**src/rtl/wall_clock_pkg.sv**
```systemverilog
// Shared encodings for the wall-clock time-set path: command opcodes, button FSM
// states and the pending-slot identifiers used by the arbiter.
package wall_clock_pkg;

    typedef enum logic [1:0] {
        OP_NONE    = 2'd0,
        OP_INC_MIN = 2'd1,
        OP_INC_HR  = 2'd2
    } cmd_op_t;

    typedef enum logic [1:0] {
        BTN_IDLE   = 2'd0,
        BTN_HOLD   = 2'd1,
        BTN_REPEAT = 2'd2
    } btn_state_t;

    // Pending slots, listed in arbitration priority order (carry wins).
    typedef enum logic [1:0] {
        SLOT_CARRY = 2'd0,
        SLOT_MIN   = 2'd1,
        SLOT_HR    = 2'd2
    } slot_t;

    localparam int SEC_MAX = 59;

    function automatic cmd_op_t slot_op(input slot_t s);
        return (s == SLOT_HR) ? OP_INC_HR : OP_INC_MIN;
    endfunction

endpackage

```
**src/rtl/button_repeat.sv**
```systemverilog
// Press-and-hold auto-repeat for one debounced button: one request on press,
// one after HOLD_DELAY cycles, then one every REPEAT_PERIOD cycles while held.
module button_repeat
    import wall_clock_pkg::*;
#(
    parameter int HOLD_DELAY    = 50000000,
    parameter int REPEAT_PERIOD = 20000000
) (
    input  logic CLK100MHZ,
    input  logic Reset,
    input  logic level,
    output logic post
);

    localparam int TMAX = (HOLD_DELAY > REPEAT_PERIOD) ? HOLD_DELAY : REPEAT_PERIOD;
    localparam int TW   = $clog2(TMAX + 1);

    btn_state_t    state, state_next;
    logic [TW-1:0] timer, timer_next;

    always_ff @(posedge CLK100MHZ or negedge Reset) begin
        if (!Reset) begin
            state <= BTN_IDLE;
            timer <= '0;
        end else begin
            state <= state_next;
            timer <= timer_next;
        end
    end

    // Releasing the button always aborts silently, whatever phase it was in.
    always_comb begin
        state_next = state;
        timer_next = timer + 1'b1;
        post       = 1'b0;
        if (!level) begin
            state_next = BTN_IDLE;
            timer_next = '0;
        end else begin
            case (state)
                BTN_IDLE: begin
                    post       = 1'b1;
                    state_next = BTN_HOLD;
                    timer_next = '0;
                end
                BTN_HOLD: begin
                    if (timer == TW'(HOLD_DELAY - 1)) begin
                        post       = 1'b1;
                        state_next = BTN_REPEAT;
                        timer_next = '0;
                    end
                end
                BTN_REPEAT: begin
                    if (timer == TW'(REPEAT_PERIOD - 1)) begin
                        post       = 1'b1;
                        timer_next = '0;
                    end
                end
                default: begin
                    state_next = BTN_IDLE;
                    timer_next = '0;
                end
            endcase
        end
    end

endmodule

```
**src/rtl/time_set_controller.sv**
```systemverilog
// Seconds timebase plus arbiter that serialises seconds carries and button
// increments onto a single valid/ready command port for the hours/minutes block.
module time_set_controller
    import wall_clock_pkg::*;
#(
    parameter int SPEED         = 800000,
    parameter int HOLD_DELAY    = 50000000,
    parameter int REPEAT_PERIOD = 20000000
) (
    input  logic       CLK100MHZ,
    input  logic       Reset,
    input  logic       MButton,
    input  logic       HButton,
    input  logic       cmd_ready,
    output logic       cmd_valid,
    output logic [1:0] cmd_op,
    output logic [5:0] SecDispl,
    output logic       sec_tick,
    output logic       req_drop
);

    localparam int PW = $clog2(SPEED + 1);

    logic [PW-1:0] presc;
    logic          min_post, hr_post, carry_post;
    logic          handshake, can_select, sel_found, drop_any;
    logic [2:0]    pend, pend_next, post_vec, consume, avail;
    slot_t         cur_slot, sel_slot;

    button_repeat #(.HOLD_DELAY(HOLD_DELAY), .REPEAT_PERIOD(REPEAT_PERIOD)) u_mbtn (
        .CLK100MHZ(CLK100MHZ),
        .Reset    (Reset),
        .level    (MButton),
        .post     (min_post)
    );

    button_repeat #(.HOLD_DELAY(HOLD_DELAY), .REPEAT_PERIOD(REPEAT_PERIOD)) u_hbtn (
        .CLK100MHZ(CLK100MHZ),
        .Reset    (Reset),
        .level    (HButton),
        .post     (hr_post)
    );

    assign carry_post = sec_tick && (SecDispl == 6'(SEC_MAX));
    assign handshake  = cmd_valid && cmd_ready;
    assign can_select = !cmd_valid || handshake;

    // Seconds run free of the command port so a stalled datapath never slows time.
    always_ff @(posedge CLK100MHZ or negedge Reset) begin
        if (!Reset) begin
            presc    <= '0;
            sec_tick <= 1'b0;
            SecDispl <= '0;
        end else begin
            if (presc == PW'(SPEED - 1)) begin
                presc    <= '0;
                sec_tick <= 1'b1;
            end else begin
                presc    <= presc + 1'b1;
                sec_tick <= 1'b0;
            end
            if (sec_tick) begin
                SecDispl <= (SecDispl == 6'(SEC_MAX)) ? '0 : SecDispl + 1'b1;
            end
        end
    end

    // A slot being handed off this cycle is free again, so a fresh post refills it
    // instead of being dropped; it is not eligible for selection until next cycle.
    always_comb begin
        post_vec   = {hr_post, min_post, carry_post};
        consume    = '0;
        consume[0] = handshake && (cur_slot == SLOT_CARRY);
        consume[1] = handshake && (cur_slot == SLOT_MIN);
        consume[2] = handshake && (cur_slot == SLOT_HR);
        avail      = pend & ~consume;
        drop_any   = |(post_vec & avail);
        pend_next  = avail | post_vec;
        sel_found  = |avail;
        sel_slot   = SLOT_CARRY;
        if (avail[0]) begin
            sel_slot = SLOT_CARRY;
        end else if (avail[1]) begin
            sel_slot = SLOT_MIN;
        end else if (avail[2]) begin
            sel_slot = SLOT_HR;
        end
    end

    always_ff @(posedge CLK100MHZ or negedge Reset) begin
        if (!Reset) begin
            pend      <= '0;
            req_drop  <= 1'b0;
            cmd_valid <= 1'b0;
            cmd_op    <= OP_NONE;
            cur_slot  <= SLOT_CARRY;
        end else begin
            pend     <= pend_next;
            req_drop <= drop_any;
            if (can_select) begin
                cmd_valid <= sel_found;
                cmd_op    <= sel_found ? slot_op(sel_slot) : OP_NONE;
                cur_slot  <= sel_slot;
            end
        end
    end

endmodule

```
**config.mk**
```make
export PLATFORM = sky130hd
export DESIGN_NAME = time_set_controller
export DESIGN_NICKNAME = d
export VERILOG_FILES = /design/src/rtl/wall_clock_pkg.sv /design/src/rtl/button_repeat.sv /design/src/rtl/time_set_controller.sv
export SDC_FILE = /design/constraint.sdc
export NUM_CORES = 1
export LEC_CHECK = 0
export ABC_CLOCK_PERIOD_IN_PS = 2100
export CORE_MARGIN = 2
export CORE_UTILIZATION = 55
export CTS_BUF_LIST = sky130_fd_sc_hd__clkbuf_8
export DETAILED_ROUTE_END_ITERATION = 16
export PLACE_DENSITY = 0.83
export REMOVE_ABC_BUFFERS = 1
export SYNTH_ARGS = -nofsm -noshare
export SYNTH_HDL_FRONTEND = slang
export SYNTH_SLANG_ARGS = --single-unit
```
**constraint.sdc**
```tcl
create_clock -name CLK100MHZ -period 2.1 [get_ports CLK100MHZ]
set_input_delay 0.315 -clock CLK100MHZ [delete_from_list [all_inputs] [get_ports CLK100MHZ]]
set_output_delay 0.315 -clock CLK100MHZ [all_outputs]
set_load 0.03 [all_outputs]
```
==> flow_metrics.env <==
export IMPL_grt_pass1_vias=3764
export IMPL_crit_type="register to register"
export IMPL_synth_top_family_by_area="simple AND/OR/NAND/NOR gates"
export IMPL_gp_congestion=0.848
export IMPL_insertion_delay_ps=370
export IMPL_rsz0062_at_grt="true"
export IMPL_multiInputGateArea_um2=2380
export IMPL_yosys_area_share_simple_pct=26.5
export IMPL_die_h_um=97.1
export IMPL_vias=3652
export IMPL_synthArstFlopShare_pct=100
export IMPL_synth_compound_area_share_pct=5.09
export IMPL_synth_distinct_cells=53
export IMPL_cts_root_buf="clkbuf_8"
export IMPL_num_rows=33
export IMPL_start_kind="register"
export IMPL_dieArea_um2=9430
export IMPL_yosys_warnings=0
export IMPL_crit_path_end_kind="register"
export IMPL_status="completed"
export IMPL_yosysSeqAreaShare_pct=48.3
export IMPL_timing_clock_skew_ps=14.3
export IMPL_synthToLayoutAreaGrowth_pct=15.8
export IMPL_timing_hold_ws_ps=386
export IMPL_syn_cell_area_um2=4770
export IMPL_stdcell_count=641
export IMPL_finalSetupViolCount=0
export IMPL_clk_path_buf_depth=2
export IMPL_drc_errors=0
export IMPL_initial_core_util_pct=57.5
export IMPL_leakage_nw=2.31
export IMPL_synth_edf_count=0
export IMPL_yosys_area_top_type="dfrtp_1"
export IMPL_drt_pass1_iterations=5
export IMPL_synth_cells=479
export IMPL_vias_per_cell=5.70
export IMPL_cp_max_fo=14
export IMPL_grt_overflow_total=0
export IMPL_pwr_density_cell_nw_per_um2=719
export IMPL_coreArea_um2=8300
export IMPL_drt_wl_total_um=9630
export IMPL_synth_area_per_cell_um2=9.95
export IMPL_io_buffer_count=15
export IMPL_worstPathArrival_ps=2290
export IMPL_maxCapViolCount=0
export IMPL_synth_xor_area_share_pct=12.3
export IMPL_htree_num_levels=3
export IMPL_min_period_ps=2040
export IMPL_synthTopCellsByCount="dfrtp_1 (92), nor2_1 (74), nand2_1 (47)"
export IMPL_synth_fa_ha_area_share_pct=3.67
export IMPL_fin_nets=550
export IMPL_drive_gt1_share_pct=14.2
export IMPL_regArea_um2=2300
export IMPL_drv_slew=0
export IMPL_drt_iter0_markers=170
export IMPL_die_w_um=97.1
export IMPL_dp_hpwl_um=6730
export IMPL_synth_mux_area_share_pct=1.29
export IMPL_synth_area_top_cells="dfrtp_1 (48%), xnor2_1 (6.2%), xor2_1 (6.1%)"
export IMPL_synthMostInstantiatedCell="dfrtp_1"
export IMPL_cts_tree="built"
export IMPL_worst_pin_slew_ps=384
export IMPL_synthFlopType="dfrtp_1"
export IMPL_final_hold_violation_count=0
export IMPL_synth_top_area_share_pct=48.3
export IMPL_ant_nets=0
export IMPL_min_period_over_period_pct=97.0
export IMPL_fmax_ghz=0.491
export IMPL_hold_path_class="primary input to async pin"
export IMPL_relSlewSlack_pct=74.2
export IMPL_antenna_found_initial=0
export IMPL_grt_max_degree=49
export IMPL_placed_cells=623
export IMPL_required_ps=2360
export IMPL_grt_util_all_layers_pct=22.0
export IMPL_io_pins=16
export IMPL_diodes=0
export IMPL_grt_pass1_wl_um=17200
export IMPL_routedWlPerCell_um=15.0
export IMPL_clkTransAtPathRegs_ps=110
export IMPL_n_fill_cell=647
export IMPL_ys_ff_latch=92
export IMPL_cts_buffers=9
export IMPL_cts_sinks=92
export IMPL_ir_drop_uv=406
## kinds of logic after synthesis
logic type / Yosys count
DFF: 92
adders and majority gates: 14
and+or+nand+nor: 243
buffers and inverters: 26
muxes: 6
AOI/OAI and AO/OA: 31
xor gates and xnor gates: 67
## critical path, stage by stage (launching register included)
cell and delay (ps):
dfrtp_1 430, or4_4 560, nor4_4 330, a21boi_2 120, o211ai_4 250, buf_12 180, nor2_1 60
## state kept, by name, indices dropped and copies added (netlist names)
name / count
cmd_op: 2
u_mbtn.state: 2
u_hbtn.timer: 26
cur_slot: 2
presc: 20
u_hbtn.state: 2
u_mbtn.timer: 26
req_drop: 1
cmd_valid: 1
pend: 3
SecDispl: 6
sec_tick: 1
## per-stage QoR
| stage | TNS (ps) | setup WS, ps | utilization, % | total power, mW | instance area, um^2 |
|---|---|---|---|---|---|
| floorplan | -2040 | -73.0 | - | 2.53 | 4700 |
| global placement | 0 | 128 | 63.4 | 2.79 | 5270 |
| detailed placement | 0 | 70.8 | 63.4 | 2.84 | 5270 |
| CTS | 0 | 63.1 | 65.9 | 4.00 | 5470 |
| global route | -181 | -17.3 | 66.5 | 4.20 | 5520 |
| finish | 0 | 63.4 | 66.5 | 3.97 | 5520 |
## timing repair
item	CTS	global route
hold buffers	1	0
resized for setup	0	9
setup endpoints to repair	0	35
setup buffers	0	1
hold endpoints to repair	23	0
## power by group
group / switching, mW / internal [mW]
combinational: 0.468 / 0.355
clock: 0.704 / 0.460
sequential: 0.107 / 1.87
total: 1.28 / 2.69
## path summary, 6_finish.rpt
kind,start,end,slack [ps],cells past startpoint
max reg2reg,u_mbtn.timer[22]$_DFF_PN0_,u_mbtn.timer[2]$_DFF_PN0_,60,6
min,Reset,cmd_op[0]$_DFFE_PN0P_,390,2
min in group CLK100MHZ,presc[0]$_DFF_PN0_,presc[0]$_DFF_PN0_,490,1
min reg2reg,presc[0]$_DFF_PN0_,presc[0]$_DFF_PN0_,490,1
max,u_mbtn.timer[22]$_DFF_PN0_,u_mbtn.timer[2]$_DFF_PN0_,60,6
max in group asynchronous,Reset,presc[7]$_DFF_PN0_,1100,3
## area by class of cell
cell class	instances	area share (%)
multi-input cells	361	43.0
flip-flops and latches	92	41.7
repair buffers	48	8.11
well taps	105	2.38
clock buffers	9	2.24
inverters	19	1.29
clock inverters	7	1.27
## placed cells by master (no fill, tap or decap), drive strengths merged, types with 5 or more instances in the layout
cell type / count
clkbuf: 9
nand3: 23
inv: 22
buf: 33
o21ai: 7
or3: 5
nor3: 15
clkdlybuf4s50: 14
xor2: 33
nand4: 25
xnor2: 34
and3: 6
mux2i: 5
ha: 14
dfrtp: 92
nand2: 47
nor4: 10
nor2: 82
## layer usage
metal / global-route usage (%) / share of wire, %
met2: 37.1 / 50
met3: 4.46 / 3.6
met4: 6.61 / 1.2
met5: 0 / 0
met1: 28.9 / 45
Note: power is estimated with default switching activity, not from simulation.
